### config.mk
export PLATFORM = sky130hd
export DESIGN_NAME = instr_fetch_unit
export DESIGN_NICKNAME = d
export VERILOG_FILES = /design/src/rtl/instr_fetch_unit.sv
export SDC_FILE = /design/constraint.sdc
export NUM_CORES = 1
export LEC_CHECK = 0
export CAP_MARGIN = 20
export CORE_ASPECT_RATIO = 1.25
export CORE_MARGIN = 2
export CORE_UTILIZATION = 45
export DETAILED_ROUTE_END_ITERATION = 6
export PLACE_DENSITY = 0.8
export SLEW_MARGIN = 30
export SYNTH_ARGS = -nofsm -noshare
export SYNTH_HDL_FRONTEND = slang
export SYNTH_SLANG_ARGS = --single-unit
### constraint.sdc
create_clock -name clk -period 10.47 [get_ports clk]
set_input_delay 2.094 -clock clk [delete_from_list [all_inputs] [get_ports clk]]
set_output_delay 2.094 -clock clk [all_outputs]
set_load 0.005 [all_outputs]
### src/rtl/instr_fetch_unit.sv
// Instruction fetch unit: issues word reads for the current PC and delivers
// the returned instruction, tagged with its PC, into a registered IF/ID stage.
module instr_fetch_unit #(
    parameter int ADDR_W = 32,
    parameter int DATA_W = 32,
    parameter logic [DATA_W-1:0] NOP_INSTR = 32'h00000013
) (
    input  logic              clk,
    input  logic              reset,
    input  logic [ADDR_W-1:0] pc_in,
    input  logic              flush,
    input  logic              stall_in,
    output logic              busywait,
    output logic              mem_req,
    output logic [ADDR_W-1:0] mem_addr,
    input  logic              mem_ready,
    input  logic              mem_rvalid,
    input  logic [DATA_W-1:0] mem_rdata,
    output logic [DATA_W-1:0] instr_out,
    output logic [ADDR_W-1:0] pc_id,
    output logic              instr_valid
);

    typedef enum logic [1:0] {
        S_REQ,
        S_WAIT,
        S_DRAIN,
        S_HOLD
    } state_t;

    state_t            state, state_next;
    logic [ADDR_W-1:0] req_pc_p0;
    logic [DATA_W-1:0] hold_instr_p1;
    logic [ADDR_W-1:0] hold_pc_p1;

    logic              accept;
    logic              capture;
    logic              deliver;
    logic              from_hold;

    assign mem_addr = {pc_in[ADDR_W-1:2], 2'b00};

    always_comb begin
        state_next = state;
        mem_req    = 1'b0;
        accept     = 1'b0;
        capture    = 1'b0;
        deliver    = 1'b0;
        from_hold  = 1'b0;
        case (state)
            S_REQ: begin
                mem_req = !flush;
                if (!flush && mem_ready) begin
                    accept     = 1'b1;
                    state_next = S_WAIT;
                end
            end
            S_WAIT: begin
                if (flush) begin
                    // A killed fetch whose response has not arrived must be drained.
                    state_next = mem_rvalid ? S_REQ : S_DRAIN;
                end else if (mem_rvalid) begin
                    if (stall_in) begin
                        capture    = 1'b1;
                        state_next = S_HOLD;
                    end else begin
                        deliver    = 1'b1;
                        state_next = S_REQ;
                    end
                end
            end
            S_DRAIN: begin
                if (mem_rvalid) begin
                    state_next = S_REQ;
                end
            end
            S_HOLD: begin
                if (flush) begin
                    state_next = S_REQ;
                end else if (!stall_in) begin
                    deliver    = 1'b1;
                    from_hold  = 1'b1;
                    state_next = S_REQ;
                end
            end
            default: state_next = S_REQ;
        endcase
        // The PC advances on delivery, and loads its branch target on flush.
        busywait = !(flush || deliver);
    end

    always_ff @(posedge clk or posedge reset) begin
        if (reset) begin
            state <= S_REQ;
        end else begin
            state <= state_next;
        end
    end

    // Request stage: PC of the outstanding fetch
    always_ff @(posedge clk or posedge reset) begin
        if (reset) begin
            req_pc_p0 <= '0;
        end else if (accept) begin
            req_pc_p0 <= pc_in;
        end
    end

    // Hold buffer: response parked while IF/ID is stalled
    always_ff @(posedge clk or posedge reset) begin
        if (reset) begin
            hold_instr_p1 <= '0;
            hold_pc_p1    <= '0;
        end else if (capture) begin
            hold_instr_p1 <= mem_rdata;
            hold_pc_p1    <= req_pc_p0;
        end
    end

    // IF/ID output stage: flush beats delivery, delivery beats stall
    always_ff @(posedge clk or posedge reset) begin
        if (reset) begin
            instr_out   <= NOP_INSTR;
            pc_id       <= '0;
            instr_valid <= 1'b0;
        end else if (flush) begin
            instr_out   <= NOP_INSTR;
            instr_valid <= 1'b0;
        end else if (deliver) begin
            instr_out   <= from_hold ? hold_instr_p1 : mem_rdata;
            pc_id       <= from_hold ? hold_pc_p1 : req_pc_p0;
            instr_valid <= 1'b1;
        end else if (!stall_in) begin
            instr_out   <= NOP_INSTR;
            instr_valid <= 1'b0;
        end
    end

endmodule

==> flow_summary.yaml <==
synth:
  synth_top_family_by_area: "multiplexers"
  synth_area_leaders: "dfrtp_1, mux2_2, o221a_1"
  synth_top_area_share_pct: 57.77
  synth_seq_cells: 163
  netlist_area_um2: 6930
  yosys.area_share.simple_pct: 5.145
  synth.most_common_cell: "dfrtp_1"
  avgSynthCellArea_um2: 13.72
  synth_ff_type: "dfrtp_1"
  yosysUniqueCellTypes: 33
  yosysSeqAreaShare_pct: 58.91
  synth_warnings: 0
  yosys.area.top_type: "dfrtp_1"
  synth_common_cells: "dfrtp_1, mux2_2, buf_4"
  synth_xor_area_share_pct: 0
  synthAdderAreaFrac_pct: 0
  muxShareOfSynthArea_pct: 15.89
  synth_compound_area_share_pct: 11.25
  synthArstFlopShare_pct: 100.0
  postSynthCellCount: 505
  synth-edff-count: 0
run_status:
  status: "completed"
sta:
  fmax_ghz: 0.1741
  hold_viol_final: 0
  maxSlewHeadroom_pct: 38.39
  finalCritPeriodShare_pct: 54.86
  finalCriticalPeriod_ns: 5.744
  skew_ns: 0.006331
  finalSetupViolCount: 0
  rsz0062_at_grt: "no"
  tightest_slew_ns: 0.9220
  setup_tns_ns: 0
  drv_slew: 0
critical_path:
  crit_arrival_ns: 3.65
  crit_type: "in -> out"
  end_kind: "output port"
  worstPathRequired_ns: 8.38
  crit_path_start_kind: "primary input"
  worstPathMaxFanout: 10
floorplan:
  core_region_area_um2: 15010
  fp.dieH_um: 142.8
  die-width_um: 115
  start_util_pct: 46.16
  dieArea_um2: 16420
  ios: 169
  rows: 50
clock_network:
  root_buffer: "clkbuf_16"
  htreeDepth: 4
  clock_latency_ns: 0.42
  post_cts_buffers: 0
  cts_buffers: 17
  cts_tree: "done"
  cts_resized: 0
  holdBufCountCts: 0
  max-clock-path-buffers: 2
  cts_sinks: 163
  clk_pin_slew_ns: 0.06
placement:
  io_buffer_count: 166
  placement.cell_area_um2: 8398
  routabilityCongestion: 0.7456
  dp_hpwl_um: 9915
final_layout:
  final_util_pct: 60.02
  drive_gt1_share_pct: 21.17
  nNetsFinal: 704
  finalInstanceArea_um2: 9012
  antenna_cells: 0
  area_growth_pct: 30.04
global_routing:
  antenna_found_initial: 0
  overflow: 0
  grt_max_degree: 92
  grt.total_usage_pct: 19.68
  grt_pass1_vias: 4846
  grt_pass1_wl_um: 24900
route:
  drt_iter0_drc: 135
  ant_nets: 0
  post_drt_wl_per_cell_um: 18.56
  drt-total-wl_um: 15390
  vias_per_cell: 5.341
  drt_pass1_iterations: 4
  drc: 0
  num_vias: 4428
power_and_ir_drop:
  power_density_nw_per_um2: 224.1
  vdd_drop_max_v: 0.0001248
  p_leak_uw: 0.003815
worst_hold_path:
  min_path_type: "reg -> reg"
job:
  maxCapViolCount: 0
[sequential cells by signal, summed over array words and instances, names as in the netlist]
name	count
instr_out	32
state	2
hold_pc_p1	32
req_pc_p0	32
hold_instr_p1	32
pc_id	32
instr_valid	1
[cell type report]
type / count / area (µm²)
Clock buffer: 22 / 454.2
Clock inverter: 10 / 160.2
Fill cell: 1229 / 6002
Inverter: 31 / 121.4
Multi-Input combinational cell: 248 / 2248
Sequential cell: 163 / 4083
Tap cell: 182 / 227.7
Timing Repair Buffer: 173 / 1718
[metrics by stage]
stage | power [µW] | instances | hold WS, ns | setup slack (ns)
after floorplan | 1161 | 506 | 0.4484 | 3.976
after global placement | 1356 | 797 | 0.4583 | 4.795
after detailed placement | 1391 | 797 | 0.4725 | 4.731
after CTS | 2042 | 829 | 0.4905 | 4.721
after global routing | 2120 | 829 | 0.5021 | 4.641
final | 2020 | 829 | 0.4858 | 4.726
[cell families after synthesis]
| family | count (synthesis) |
|---|---|
| other | 1 |
| AO/OA/AOI/OAI | 98 |
| AND/OR/NAND/NOR | 50 |
| flip-flops | 163 |
| multiplexers | 98 |
| buffers and inverters | 95 |
[where the power goes]
group	switching, µW	internal (µW)
combinational	125	303
clock	240	405
sequential	117	830
[path summary, 6_finish.rpt]
kind | start | endpoint | slack (ns) | depth (start not counted)
setup reg to reg | state[1] | hold_instr_p1[10] | 7.86 | 4
setup / recovery | flush | busywait | 4.73 | 4
max in group asynchronous | reset | hold_pc_p1[15] | 7.04 | 3
min in group asynchronous | reset | pc_id[17] | 2.16 | 2
hold reg to reg | hold_pc_p1[25] | hold_pc_p1[25] | 0.49 | 1
hold / removal | hold_pc_p1[25] | hold_pc_p1[25] | 0.49 | 1
[placed cells by master, fill, tap and decap left out, types with 6 or more instances in the layout]
master	netlist	layout
mux2_2	88	88
a22oi_1	29	29
clkbuf_16	0	17
mux2_1	8	8
buf_4	36	6
clkdlybuf4s50_1	0	166
o221a_1	31	31
o21ai_0	10	10
dfrtp_1	160	160
nand2b_1	35	35
o21ai_1	20	20
inv_1	31	30
[critical path: stages]
cell,delay (ns)
clkdlybuf4s50_1,0.62
nor4_4,0.38
nor2_1,0.07
clkdlybuf4s50_1,0.47
[routing by layer]
metal	share of wire [%]	GRT usage [%]	vias to the layer above
li1	-	-	2020
met1	40	23.32	2256
met2	51	32.91	138
met3	7.8	7.216	14
met4	1.1	6.912	0
met5	0	0	-
Note: power is estimated with default switching activity, not from simulation.
